`src/rtl/sipo_pkg.sv`:
```
// Shared types and helpers for the sipo_rx serial deserializer.
// Holds the FSM state encoding and the bit-counter width helper.
package sipo_pkg;

  typedef enum logic [1:0] {
    EMPTY,
    OUT_VALID,
    BOTH_FULL
  } sipo_state_e;

  function automatic int cnt_w(input int w);
    return $clog2(w + 2);
  endfunction

endpackage

```
`src/rtl/sipo_rx.sv`:
```
// Double-buffered LSB-first serial-to-parallel receiver.
// Define SIPO_RX_PARITY_EN to add a trailing even-parity bit per frame.
module sipo_rx
  import sipo_pkg::*;
#(
  parameter int WIDTH = 4
) (
  input  logic             clk,
  input  logic             reset,
  input  logic             valid_i,
  input  logic             serial_i,
  output logic             ready_o,
  output logic [WIDTH-1:0] parallel_o,
  output logic             pvalid_o,
  input  logic             pready_i,
  output logic             parity_err_o
);

`ifdef SIPO_RX_PARITY_EN
  localparam int FRAME = WIDTH + 1;
`else
  localparam int FRAME = WIDTH;
`endif
  localparam int CW = cnt_w(WIDTH);

  sipo_state_e      r_state;
  sipo_state_e      w_nxt;
  logic [CW-1:0]    r_cnt;
  logic [WIDTH-1:0] r_shift;
  logic [WIDTH-1:0] r_out;
  logic [WIDTH-1:0] w_word;
  logic             w_acc;
  logic             w_last;
  logic             w_load;
  logic             w_park;
  logic             w_unpark;

  assign ready_o    = ~reset & (r_state != BOTH_FULL);
  assign pvalid_o   = (r_state != EMPTY);
  assign parallel_o = r_out;
  assign w_acc      = valid_i & ready_o;
  assign w_last     = w_acc & (r_cnt == CW'(FRAME - 1));

  // Current word with the incoming data bit merged in place.
  always_comb begin
    w_word = r_shift;
    for (int i = 0; i < WIDTH; i++) begin
      if (w_acc && (r_cnt == CW'(i))) w_word[i] = serial_i;
    end
  end

  always_comb begin
    w_nxt    = r_state;
    w_load   = 1'b0;
    w_park   = 1'b0;
    w_unpark = 1'b0;
    unique case (r_state)
      EMPTY: begin
        if (w_last) begin
          w_nxt  = OUT_VALID;
          w_load = 1'b1;
        end
      end
      OUT_VALID: begin
        if (w_last && pready_i) begin
          w_load = 1'b1;
        end else if (w_last) begin
          w_nxt  = BOTH_FULL;
          w_park = 1'b1;
        end else if (pready_i) begin
          w_nxt = EMPTY;
        end
      end
      BOTH_FULL: begin
        if (pready_i) begin
          w_nxt    = OUT_VALID;
          w_unpark = 1'b1;
        end
      end
      default: w_nxt = EMPTY;
    endcase
  end

  always_ff @(posedge clk) begin
    if (reset) r_state <= EMPTY;
    else       r_state <= w_nxt;
  end

  always_ff @(posedge clk) begin
    if (reset) begin
      r_cnt   <= '0;
      r_shift <= '0;
      r_out   <= '0;
    end else begin
      if (w_acc) r_cnt <= w_last ? '0 : r_cnt + 1'b1;
      // A parked word stays in the shift register until unparked.
      if (w_load || w_unpark) r_shift <= '0;
      else if (w_acc)         r_shift <= w_word;
      if (w_load)        r_out <= w_word;
      else if (w_unpark) r_out <= r_shift;
    end
  end

`ifdef SIPO_RX_PARITY_EN
  logic r_sp;
  logic r_pp;
  logic r_perr;
  logic w_perr;

  assign w_perr       = r_sp ^ serial_i;
  assign parity_err_o = r_perr;

  always_ff @(posedge clk) begin
    if (reset) begin
      r_sp   <= 1'b0;
      r_pp   <= 1'b0;
      r_perr <= 1'b0;
    end else begin
      if (w_last)     r_sp <= 1'b0;
      else if (w_acc) r_sp <= w_perr;
      if (w_park)     r_pp <= w_perr;
      if (w_load)        r_perr <= w_perr;
      else if (w_unpark) r_perr <= r_pp;
    end
  end
`else
  assign parity_err_o = 1'b0;
`endif

endmodule

```
`config.mk`:
```
export PLATFORM = sky130hd
export DESIGN_NAME = sipo_rx
export DESIGN_NICKNAME = d
export VERILOG_FILES = /design/src/rtl/sipo_pkg.sv /design/src/rtl/sipo_rx.sv
export SDC_FILE = /design/constraint.sdc
export NUM_CORES = 1
export LEC_CHECK = 0
export CAP_MARGIN = 20
export CORE_MARGIN = 3
export CORE_UTILIZATION = 45
export DETAILED_ROUTE_END_ITERATION = 8
export GPL_TIMING_DRIVEN = 0
export PLACE_DENSITY_LB_ADDON = 0.1
export SLEW_MARGIN = 15
export SYNTH_ARGS = -nofsm -noshare
export SYNTH_HDL_FRONTEND = slang
export SYNTH_SLANG_ARGS = --single-unit
```
`constraint.sdc`:
```
create_clock -name clk -period 1.7 [get_ports clk]
set_clock_uncertainty 0.1 [all_clocks]
set_input_delay 0.255 -clock clk [delete_from_list [all_inputs] [get_ports clk]]
set_output_delay 0.255 -clock clk [all_outputs]
set_load 0.02 [all_outputs]
```
==> flow_summary.ini, run 1 <==
[worst_setup_path]
arrival_ns = 1.29
rrSetupSlack_ns = 0.07
critPathLaunchType = register
cpMaxStageDelayCell = dfxtp_1
worst-path-max-fanout = 9
cp_slowest_stage_delay_ns = 0.31
required_ns = 1.34
crit_chain = buf_6 > or2_2 > clkdlybuf4s15_1
worst_setup_path_end_kind = output pin
criticalPathCategory = register to output pin

[clock_tree]
cts_max_path_buffers = 2
cts_hold_buf = 0
cts_sinks = 13
cts_made_buffers = 3
cts.reportedPaths.clkPinSlew_ns = 0.08
clk_latency_ns = 0.27
h-tree-depth = 1
root_buffer = clkbuf_4
tritoncts = built

[synthesis]
synthCells = 83
yosysUniqueCellTypes = 29
yosys_warnings = 0
yosys.area.top_type_share = 0.331
seq_area_frac_synth = 0.331
synth_area_leaders = dfxtp_1 (33%), mux2i_1 (11%), ha_1 (6.4%), nor3_1 (5.7%), nor2_1 (5.7%)
syn_area_um2 = 787
ys_ff_latch = 13
avgSynthCellArea_um2 = 9.48
synth_nets = 92
synth_top_area_cell = dfxtp_1

[place]
hpwl_um = 1070
placed_cell_area_um2 = 897
routabilityCongestion = 0.687
dp_slack_ns = -0.519
port_buffers = 9

[routing]
via_per_inst = 5.44
route.vias.total = 631
wl_per_cell_um = 13.6
postRouteAntennaNets = 0
remaining_drc_errors = 0
drt_iter0_drc = 10
totalWireLength_um = 1570
drtPass1Iterations = 4

[finish]
fill_cells = 147
final_nets = 110
seqCellArea_um2 = 262
area_growth_pct = 28.6
multiInputGateArea_um2 = 527
fin_util = 0.642
antenna_cells = 0
design_area_um2 = 1010
drive_gt1_frac = 0.300

[global_routing]
grt_antenna_before_repair = 0
grt_pass1_vias = 550
grt_overflow = 0
grtUsageTotal = 0.150
grt_pass1_wl_um = 2380
grt_max_degree = 11

[timing]
setup_ws_ns = 0.0564
slew_viol_final = 0
setup_violations = 0
max_freq_mhz = 608
hold_viol_final = 0
fin_crit_ns = 1.64
period_share = 0.967

[die]
num_rows = 14
dieWidth_um = 47.8
die_area_um2 = 2290
initial_core_util = 0.499
die_h_um = 47.8
pin_count = 12
core_um2 = 1580

[pwr]
peakVddDrop_uv = 404
power_density_nw_per_um2 = 586
p_leak_nw = 0.370

[outcome]
status = completed

[flow_run]
drv_cap = 0

[hold_path]
hp-class = input pin to register
==> where the power goes <==
group / switching [W] / total (W) / internal (W)
Sequential: 0.00000792 / 0.000320 / 0.000312
Combinational: 0.0000471 / 0.0000839 / 0.0000368
Clock: 0.0000985 / 0.000189 / 0.0000909
==> synthesized netlist by cell type (all sizes together) <==
| cell type | number |
|---|---|
| dfxtp | 13 |
| a211oi | 4 |
| nor2 | 12 |
| nand3b | 1 |
| inv | 3 |
| mux2i | 9 |
| or2 | 2 |
| nor3b | 1 |
| o21ai | 1 |
| nor4 | 1 |
| nand4bb | 1 |
| o32ai | 1 |
| clkbuf | 2 |
| conb | 1 |
| nand3 | 1 |
| buf | 3 |
| nand2b | 7 |
| nor2b | 2 |
| ha | 4 |
| a31o | 1 |
| o22a | 1 |
| nor3 | 9 |
| a21oi | 2 |
| mux2 | 1 |
==> path summary, 6_finish.rpt <==
path                      start             to  depth (start not counted)
hold reg to reg   parallel_o[3]  parallel_o[3]                          2
setup reg to reg       r_cnt[0]  parallel_o[3]                          6
hold / removal         serial_i     r_shift[1]                          3
setup / recovery     r_state[1]       pvalid_o                          3
==> cell families after synthesis <==
group,share of synthesized area
AND/OR/NAND/NOR,0.283
flip-flops,0.331
AO/OA/AOI/OAI,0.134
multiplexers,0.129
buffers and inverters,0.0556
adder cells (fa/ha/maj),0.0636
other,0.00476
==> flip-flops by register name, indices dropped and copies added (netlist names) <==
register and cells:
parallel_o 4, r_shift 4, r_cnt 3, r_state 2
==> layer usage <==
metal,global-route usage,share of wire,vias to the layer above
met3,0.0226,0.034,2
li1,-,-,320
met1,0.189,0.45,295
met4,0.0806,0.0076,0
met5,0,0,-
met2,0.243,0.51,14
==> repair_timing <==
action | CTS | global route
pin swaps | 1 | 0
buffers inserted | 2 | 2
resized for setup | 7 | 10
gates cloned | 0 | 0
setup endpoints to repair | 10 | 10
==> metrics by stage <==
step,hold WS [ns],std cells,setup TNS (ns),total power [W]
6_report,0.243,116,0,0.000593
3_3_place_gp,0.376,108,-1.83,0.000402
3_5_place_dp,0.391,108,-2.07,0.000402
2_1_floorplan,0.232,83,0,0.000377
5_1_grt,0.277,116,-0.0928,0.000625
4_1_cts,0.230,114,0,0.000598
==> worst max-delay path: cells and delay by family (launching register included) <==
| kind | cells | cell delay [ns] |
|---|---|---|
| buffers and inverters | 2 | 0.42 |
| AND/OR/NAND/NOR | 1 | 0.29 |
| flip-flops | 1 | 0.31 |
==> placed cells by master (no fill, tap or decap), types with 2 or more instances in the layout <==
cell type | synthesis | routed
nor2_1 | 12 | 12
dfxtp_1 | 13 | 12
mux2i_1 | 9 | 9
nand2b_1 | 7 | 7
clkdlybuf4s50_1 | 0 | 7
nor3_1 | 9 | 6
buf_4 | 1 | 5
clkbuf_4 | 0 | 4
inv_1 | 3 | 3
nor3_2 | 0 | 3
a211oi_2 | 3 | 3
ha_1 | 4 | 3
or2_2 | 2 | 2
a21oi_1 | 2 | 2
==> area by class of cell <==
| class | instances | area share |
|---|---|---|
| Tap cell | 16 | 0.0198 |
| Clock buffer | 4 | 0.0260 |
| Inverter | 3 | 0.0111 |
| Multi-Input combinational cell | 62 | 0.520 |
| Sequential cell | 13 | 0.258 |
| Buffer | 5 | 0.0383 |
| Timing Repair Buffer | 13 | 0.126 |
Note: power is estimated with default switching activity, not from simulation.
==> run 2: changes to the inputs <==
--- a/config.mk
+++ b/config.mk
@@ -6,7 +6,7 @@
 export NUM_CORES = 1
 export LEC_CHECK = 0
 export CAP_MARGIN = 20
-export CORE_MARGIN = 3
+export CORE_MARGIN = 10
 export CORE_UTILIZATION = 45
 export DETAILED_ROUTE_END_ITERATION = 8
 export GPL_TIMING_DRIVEN = 0
==> run 2 against run 1 <==
Against the previous run:
- critical path depth stayed put
- critical path type unchanged
- power is 1.1% higher
- non-clock buffer count is 2 lower
- count of clock-buffer cells in the layout is 1 lower
- fmax is 1.1% lower
- critical endpoint unchanged
- wire length is 4.1% higher
- via count is 4.1% lower
- register-to-register slack hardly changed
- flip-flop and latch count stayed put
==> flow_summary.ini, run 2 (synthesis gave the netlist of run 1 again) <==
[timing]
setup_violations = 0
max_freq_mhz = 602
setup_ws_ns = 0.0389
tns_ns = 0
hold_viol_final = 0
fin_crit_ns = 1.66
rsz0062_at_grt = no
slew_viol_final = 0
period_share = 0.977

[routing]
remaining_drc_errors = 0
totalWireLength_um = 1640
drtPass1Iterations = 3
postRouteAntennaNets = 0
drt_iter0_drc = 4
via_per_inst = 5.26
wl_per_cell_um = 14.2
route.vias.total = 605

[finish]
area_growth_pct = 22.6
fin_util = 0.571
final_cell_mix = dfxtp_1 (13), nor2_1 (12), nor3_1 (9), mux2i_1 (9)
seqCellArea_um2 = 260
antenna_cells = 0
final_common_cell = dfxtp_1
drive_gt1_frac = 0.245
multiInputGateArea_um2 = 495
final_nets = 108
stdcell_count = 115
fill_cells = 157

[worst_setup_path]
worst-path-max-fanout = 9
worst_setup_path_end_kind = output pin
path_buf_inv = 2
crit_family = buffers and inverters
cpMaxStageDelayCell = dfxtp_1
reg2reg_depth = 5
critPathLaunchType = register
crit_cells = 3
cp_slowest_stage_delay_ns = 0.31
required_ns = 1.34
criticalPathCategory = register to output pin
crit_chain = buf_6 > or2_2 > clkdlybuf4s15_1
arrival_ns = 1.31

[pwr]
p_comb_frac = 0.136
swShare = 0.274
internal_power_w = 0.000435
p_leak_nw = 0.357
seqPwrFrac = 0.532
peakVddDrop_uv = 563
power_density_nw_per_um2 = 621
switching_power_w = 0.000164
clkPwrFrac = 0.332
finalPower_w = 0.000599

[place]
port_buffers = 9
dp_slack_ns = -0.570
hpwl_um = 1230
routabilityCongestion = 0.679
post-place-cells = 109

[flow_run]
drv_cap = 0

[global_routing]
met2_usage = 0.148
grt_max_degree = 11
grt_antenna_before_repair = 0
grt_overflow = 0
grt_pass1_wl_um = 2680
grtUsageTotal = 0.0969
grt-busiest-layer = met2
met1_usage = 0.106
grt_pass1_vias = 601
gr-usage-met3 = 0.0488

[die]
die_h_um = 61.8
dieWidth_um = 61.8
pin_count = 12
die_area_um2 = 3820
initial_core_util = 0.466
num_rows = 15
core_um2 = 1690

[clock_tree]
cts_made_buffers = 3
h-tree-depth = 1
cts.reportedPaths.clkPinSlew_ns = 0.09
cts_hold_buf = 0
tritoncts = built
root_buffer = clkbuf_4
clk_latency_ns = 0.29
cts_sinks = 13
cts_max_path_buffers = 2

[hold_path]
hp-class = input pin to register
whs_path_depth = 3

[outcome]
status = completed
[run 2: cell count changes in the layout (fill, tap and decap cells not counted), sizes merged]
cell,previous run,this run
clkinv,0,1
clkbuf,6,5
buf,8,6
[run 2: tightest hold or removal path, stage by stage]
cell,delay (ns)
clkbuf_2,0.16
mux2i_1,0.09
nor2_1,0.08
[run 2: repair_timing]
item | CTS | global route
pin swaps | 1 | 0
endpoints found under the setup margin | 10 | 8
resized for setup | 9 | 1
buffers inserted | 2 | 0
cloned | 0 | 0
[run 2: layout make-up]
cell class	instances	share of cell area
sequential	13	0.270
clock inverter	1	0.00519
clock buffer	3	0.0233
timing repair buffer	11	0.117
multi-input combinational	62	0.514
tap	17	0.0220
buffer	5	0.0376
inverter	3	0.0117
[run 2: per-layer routing]
layer	vias up	part of all wire
met5	-	0
met4	0	0.024
met3	4	0.066
met2	11	0.46
met1	273	0.45
li1	317	-
[run 2: power groups by stage]
| stage | logic [W] | clock network (W) | registers (W) |
|---|---|---|---|
| 3_3_place_gp | 0.0000782 | 0 | 0.000324 |
| 5_1_grt | 0.0000908 | 0.000223 | 0.000320 |
| 6_report | 0.0000814 | 0.000199 | 0.000319 |
| 3_5_place_dp | 0.0000810 | 0 | 0.000325 |
| 4_1_cts | 0.0000823 | 0.000207 | 0.000317 |
| 2_1_floorplan | 0.0000522 | 0 | 0.000325 |
[run 2: worst paths after layout]
kind	from	endpoint	slack [ns]
worst min-delay path	serial_i	r_shift[1]	0.23
worst max register to register	r_cnt[0]	parallel_o[1]	0.08
worst min register to register	r_cnt[2]	r_cnt[2]	0.40
worst max-delay path	r_state[1]	pvalid_o	0.04
[run 2: through the flow]
| stage | hold slack, ns | cell area (um^2) |
|---|---|---|
| 2_1_floorplan | 0.232 | 787 |
| 3_3_place_gp | 0.377 | 898 |
| 3_5_place_dp | 0.387 | 898 |
| 4_1_cts | 0.235 | 955 |
| 5_1_grt | 0.271 | 965 |
| 6_report | 0.229 | 965 |
